[config.mk]
export PLATFORM = sky130hd
export DESIGN_NAME = sum_rest
export DESIGN_NICKNAME = d
export VERILOG_FILES = /design/src/rtl/sum_rest_pkg.sv /design/src/rtl/sum_rest_full_adder.sv /design/src/rtl/sum_rest.sv
export SDC_FILE = /design/constraint.sdc
export NUM_CORES = 1
export LEC_CHECK = 0
export CAP_MARGIN = 10
export CELL_PAD_IN_SITES_DETAIL_PLACEMENT = 1
export CELL_PAD_IN_SITES_GLOBAL_PLACEMENT = 1
export CORE_AREA = 4 4 41 43
export CTS_CLUSTER_DIAMETER = 60
export DETAILED_ROUTE_END_ITERATION = 8
export DIE_AREA = 0 0 45 47
export PLACE_DENSITY_LB_ADDON = 0.3
export SYNTH_ARGS = -nofsm -noshare
export SYNTH_HDL_FRONTEND = slang
export SYNTH_HIERARCHICAL = 1
export SYNTH_SLANG_ARGS = --single-unit
export TNS_END_PERCENT = 10
[constraint.sdc]
create_clock -name clk -period 0.8 [get_ports clk]
set_input_delay 0.24 -clock clk [delete_from_list [all_inputs] [get_ports clk]]
set_output_delay 0.24 -clock clk [all_outputs]
set_load 0.01 [all_outputs]
[src/rtl/sum_rest_pkg.sv]
// Shared constants for the sum_rest registered adder/subtractor.
package sum_rest_pkg;

    localparam int SR_WIDTH = 4;

    localparam logic SR_OP_ADD = 1'b1;
    localparam logic SR_OP_SUB = 1'b0;

endpackage : sum_rest_pkg

[src/rtl/sum_rest_full_adder.sv]
// One-bit full adder cell; chained by sum_rest into a ripple-carry adder.
module full_adder (
    input  logic a,
    input  logic b,
    input  logic cin,
    output logic s,
    output logic cout
);

    assign s    = a ^ b ^ cin;
    assign cout = (a & b) | (cin & (a ^ b));

endmodule : full_adder

[src/rtl/sum_rest.sv]
// Registered unsigned add/subtract: a single ripple chain serves both modes,
// subtraction being ent1 + ~ent2 + 1 over WIDTH+1 bits.
module sum_rest
    import sum_rest_pkg::*;
#(
    parameter int WIDTH = SR_WIDTH
) (
    input  logic             clk,
    input  logic             rst_n,
    input  logic             sel,
    input  logic [WIDTH-1:0] ent1,
    input  logic [WIDTH-1:0] ent2,
    output logic [WIDTH:0]   sal
);

    logic             sub_mode;
    logic [WIDTH:0]   a_ext;
    logic [WIDTH:0]   b_ext;
    logic [WIDTH:0]   b_mod;
    logic [WIDTH:0]   sal_next;
    logic [WIDTH+1:0] carry;
    logic [WIDTH:0]   sal_reg;
    logic             unused_carry;

    assign sub_mode = (sel == SR_OP_SUB);

    // Zero-extend before inverting so the borrow lands in the extra MSB.
    assign a_ext    = {1'b0, ent1};
    assign b_ext    = {1'b0, ent2};
    assign b_mod    = b_ext ^ {(WIDTH+1){sub_mode}};
    assign carry[0] = sub_mode;

    generate
        for (genvar gi = 0; gi <= WIDTH; gi++) begin : g_ripple
            full_adder u_fa (
                .a    (a_ext[gi]),
                .b    (b_mod[gi]),
                .cin  (carry[gi]),
                .s    (sal_next[gi]),
                .cout (carry[gi+1])
            );
        end
    endgenerate

    // Results wrap modulo 2**(WIDTH+1); the final carry has no consumer.
    assign unused_carry = carry[WIDTH+1];

    always_ff @(posedge clk or negedge rst_n) begin
        if (!rst_n) begin
            sal_reg <= '0;
        end else begin
            sal_reg <= sal_next;
        end
    end

    assign sal = sal_reg;

endmodule : sum_rest

==> flow_summary.ini, run 1 <==
[critical_path]
critPathBufInv = 1
crit_type = in2reg
start_kind = input port
slowest_delay_ps = 430
path_delay_family = adder cells
crit_path_frequent_cell = fa_2
required_ps = 910
end_kind = flop
path_cells = buf_8, xnor2_4, fa_2, fa_2, fa_2, fa_2, fa_1
cp_slowest_cell = fa_1
crit_arrival_ps = 2340
critPathMaxFanout = 4

[cells_and_area]
area_growth_pct = 83.9
drive_gt1_share_pct = 50.0
n_antenna_cell = 0
fin_nets = 55
final_util_pct = 39.4
largest_reg_flops = 5
finalInstanceArea_um2 = 513

[logic_synthesis]
yosysTopAreaCellShare_pct = 44.8
yosys.area.top_type = dfrtp_1
synth_fp_nets = 33
syn_area_um2 = 279
avgSynthCellArea_um2 = 16.4
synth_seq_area_share_pct = 44.8
ys_types = 6
synthTopCellsByArea = dfrtp_1 45%, fa_1 36%, xnor2_1 13%
ys_ff_latch = 5
ys_warn_count = 6
syn_inst = 17

[timing]
tns_ps = -4590
slew_violations = 0
hold_violations = 0
setup_viol = 10
worst_slack_ps = -1430
rsz0062_at_grt = true
period_minus_slack_ps = 2230
max_clock_freq_ghz = 0.448
finalCritPeriodShare_pct = 279

[floorplan]
dieArea_mm2 = 0.00212
rows = 13
start_util_pct = 21.4
die_h_um = 47
die_x_um = 45
coreArea_mm2 = 0.00130
ioPinCount = 16

[clocking]
cts_setup_buffers = 0
holdBufCountCts = 0
cts_sinks = 5
clk_root_buffer_cell = clkbuf_4
cts_max_path_buffers = 2
path_clk_slew_ps = 40
cts_buffers = 3
cts_tree = built
htreeDepth = 1

[placement]
postPlaceCellArea_um2 = 488
gp_congestion = 0.656
io_buffers = 15

[power]
p_per_area_mw_per_mm2 = 1840
ir_drop_uv = 556
p_leak_nw = 0.222
power_mw = 0.943

[global_routing]
grt-ovfl-total = 0
grt_max_degree = 6
grt_first_pass_wirelength_um = 993
grt_pass1_vias = 226
antenna_found_initial = 0
track_usage_pct = 7.35

[route]
drc = 0
first_pass_iters = 1
via_per_inst = 3.66
ant_nets = 0
routed_wl_um = 563
drt-initial-drc-count = 0
post_drt_wl_per_cell_um = 10.6
num_vias = 194

[outcome]
status = complete, but fails checks
violations = negative setup slack

[flow_run]
drv_cap = 0

[hold_path]
hold_class = in2async
[kinds of logic after synthesis]
| group | Yosys count | synth area share, % |
|---|---|---|
| flip-flops | 5 | 44.8 |
| XOR/XNOR | 4 | 12.6 |
| buffers and inverters | 2 | 5.38 |
| other | 1 | 1.34 |
| adder cells (fa/ha/maj) | 5 | 35.9 |
[metrics by stage]
stage	std cells	worst slack, ps	hold WS, ps
finish	53	-1430	220
global route	53	-1480	239
CTS	53	-1440	224
detailed placement	49	-2400	477
global placement	49	-2380	466
floorplan	17	-1490	-55.6
[report_power, final]
group	total, mW	leakage [nW]	internal [mW]	switching (mW)
registers	0.337	0.0583	0.318	0.0194
clock network	0.282	0.0150	0.188	0.0939
logic	0.324	0.149	0.189	0.135
[what timing repair did]
| item | 4_1_cts | 5_1_grt |
|---|---|---|
| resized for setup | 36 | 2 |
| setup endpoints to repair | 10 | 10 |
| pin swaps | 6 | 0 |
| endpoints found under the hold margin | 0 | 0 |
| cloned | 0 | 0 |
[cell usage in the layout, fill, tap and decap left out]
cell type,instances
fa_1,1
conb_1,1
buf_6,3
buf_4,3
dlygate4sd2_1,2
inv_1,1
clkdlybuf4s50_1,6
xnor2_4,1
fa_2,4
clkbuf_1,1
xnor2_1,2
buf_2,3
xnor2_2,1
clkbuf_4,3
dfrtp_1,5
buf_8,1
[cell usage after synthesis]
library cell  number
buf_6              1
conb_1             1
dfrtp_1            5
fa_1               5
inv_1              1
xnor2_1            4
[area by class of cell]
class | count | area, um^2
Multi-Input combinational cell | 10 | 175
Fill cell | 149 | 788
Clock buffer | 4 | 26.3
Tap cell | 15 | 18.8
Timing Repair Buffer | 18 | 164
Inverter | 1 | 3.75
Sequential cell | 5 | 125
[path summary, 6_finish.rpt]
path | startpoint | cells past startpoint | slack, ps | to
max | sel | 7 | -1430 | sal[4]$_DFF_PN0_
min | rst_n | 1 | 220 | sal[0]$_DFF_PN0_
max in group asynchronous | rst_n | 1 | 400 | sal[2]$_DFF_PN0_
min in group clk | ent2[0] | 3 | 430 | sal[0]$_DFF_PN0_
[routing by layer]
metal | global-route usage (%) | up-vias | routed length [um]
met5 | 0 | - | 0
li1 | - | 88 | -
met4 | 7.02 | 0 | 10
met2 | 12.4 | 10 | 345
met1 | 5.40 | 94 | 129
met3 | 4.98 | 2 | 79
Power figures use the tool's default switching activity.
==> inputs of run 2 (changes only) <==
- ABC_AREA: not set -> 1
- CORE_AREA: 4 4 41 43 -> not set
- CORE_MARGIN: not set -> 4
- CORE_UTILIZATION: not set -> 22
- DIE_AREA: 0 0 45 47 -> not set
==> run 2 against run 1 <==
The flow still finishes with violations (negative setup slack); largest cell class unchanged; critical path type unchanged; final cell count is 25% higher; routed wire length up 39%; critical path depth grew 2; setup slack got worse by 98 ps; critical endpoint unchanged.
==> flow_summary.ini, run 2 <==
[outcome]
status = complete, but fails checks
violations = negative setup slack

[logic_synthesis]
yosysTopAreaCellShare_pct = 42.7
synth_mux_area_share_pct = 0
synth_common_cells = 12 x nand2_1, 5 x dfrtp_1, 5 x fa_1
synthAdderAreaFrac_pct = 34.2
yosysMostFrequentCell = nand2_1
synthTopCellsByArea = dfrtp_1 43%, fa_1 34%, nand2_1 15%
async_reset_ff_share_pct = 100
ys_warn_count = 6
synth_top_family_by_area = adder cells
synthXorXnorAreaFrac_pct = 0
ys_ff_latch = 5
synth_edf_count = 0
syn_inst = 28
yosys.area.top_type = dfrtp_1
ys_types = 6
avgSynthCellArea_um2 = 10.5
syn_area_um2 = 293
synth_fp_nets = 44
synth_compound_area_share_pct = 0
synth_seq_area_share_pct = 42.7
ys.flop_type = dfrtp_1
synth-simple-area-share_pct = 15.4

[global_routing]
antenna_found_initial = 0
grt_pass1_vias = 341
grt_first_pass_wirelength_um = 1480
grt_max_degree = 6
grt-ovfl-total = 0
track_usage_pct = 11.1

[cells_and_area]
layout_commonest_cell = nand2_1
final_cells = 66
fin_nets = 69
mostFrequentLayoutCells = 8 x nand2_1, 7 x clkdlybuf4s50_1, 5 x buf_2, 5 x dfrtp_1, 4 x fa_2
drive_gt1_share_pct = 48.1
area_growth_pct = 86.8
largest_reg_flops = 5
finalInstanceArea_um2 = 547
final_util_pct = 46.1
n_antenna_cell = 0

[floorplan]
start_util_pct = 24.7
coreArea_mm2 = 0.00119
rows = 12
dieArea_mm2 = 0.00198
die_h_um = 44.5
die_x_um = 44.5
ioPinCount = 16

[critical_path]
required_ps = 910
cp_slowest_cell = fa_1
startpoint = sel
end_kind = flop
crit_arrival_ps = 2440
critPathMaxFanout = 3
crit_path_frequent_cell = fa_2
slowest_delay_ps = 430
crit_type = in2reg
start_kind = input port
path_cells = buf_6, buf_8, inv_16, buf_6, fa_2, fa_2, fa_2, fa_2, fa_1

[route]
met1Wirelength_um = 207
ant_nets = 0
post_drt_wl_per_cell_um = 11.9
routed_wl_um = 783
drc = 0
drt-initial-drc-count = 2
num_vias = 264
wl_met3_um = 71
via_per_inst = 4.00
first_pass_iters = 2
dr_wl_met2_um = 504
dr.max_layer_used = met3

[timing]
setup_viol = 10
max_clock_freq_ghz = 0.429
rsz0062_at_grt = true
slew_violations = 0
hold_violations = 0
worst_slack_ps = -1530
period_minus_slack_ps = 2330
finalCritPeriodShare_pct = 291
tns_ps = -5080

[clocking]
cts_tree = built
clk_root_buffer_cell = clkbuf_4
path_clk_slew_ps = 40
htreeDepth = 1
cts_buffers = 3
cts_max_path_buffers = 2
holdBufCountCts = 0
cts_sinks = 5

[hold_path]
hold_class = in2async

[flow_run]
drv_cap = 0

[placement]
dp.cells = 61
io_buffers = 15
gp_congestion = 0.723
hpwlAfterDp_um = 717
postPlaceCellArea_um2 = 527
place_ws_ps = -2470

[power]
p_leak_nw = 0.271
ir_drop_uv = 490
p_per_area_mw_per_mm2 = 1630
==> run 2: cell types whose count changed in the layout (fill, tap and decap cells not counted), moves of 2 or more <==
cell / change
buf_2: +2
inv_1: +2
nand2_1: +8
nand2_2: +3
xnor2_1: -2
==> run 2: what timing repair did <==
| action | CTS | global route |
|---|---|---|
| gates resized for setup | 30 | 3 |
| setup endpoints to repair | 10 | 10 |
| pin swaps | 6 | 0 |
| hold endpoints to repair | 0 | 0 |
| buffers inserted | 1 | 0 |
==> run 2: area by class of cell <==
type / instances / area, um^2
Inverter: 5 / 35.0
Clock buffer: 4 / 26.3
Tap cell: 14 / 17.5
Multi-Input combinational cell: 18 / 174
Sequential cell: 5 / 125
Fill cell: 139 / 639
Timing Repair Buffer: 20 / 169
==> run 2: path summary, 6_finish.rpt <==
| kind | to | slack [ps] | depth (start not counted) |
|---|---|---|---|
| max in group asynchronous | sal[0]$_DFF_PN0_ | 400 | 1 |
| worst max-delay path | sal[4]$_DFF_PN0_ | -1530 | 9 |
| min in group clk | sal[0]$_DFF_PN0_ | 470 | 2 |
| worst min-delay path | sal[4]$_DFF_PN0_ | 220 | 1 |
==> run 2: worst max-delay path: cells and delay by family <==
family	cells	cell delay, ps
adders and majority gates	5	1860
buffers and inverters	4	330
==> run 2: cell families after synthesis <==
| logic type | after synthesis |
|---|---|
| and+or+nand+nor | 12 |
| DFF | 5 |
| adders and majority gates | 5 |
| buffers and inverters | 5 |
| other | 1 |
==> run 2: report_power, final <==
group	total, mW	switching (mW)	internal, mW
Clock	0.283	0.0950	0.188
Combinational	0.289	0.140	0.148
Sequential	0.322	0.0131	0.309
==> run 2: metal layers <==
metal  vias to the layer above  global-route usage, %
li1                        123                      -
met1                       130                   8.64
met2                        11                   20.3
met3                         0                   4.88
met4                         0                   9.04
met5                         -                      0
==> run 2: through the flow <==
step,hold WS (ps),total power [mW]
after detailed placement,475,0.676
final,219,0.893
after global placement,467,0.651
after CTS,219,0.919
after floorplan,-55.6,0.448
after global routing,223,0.976
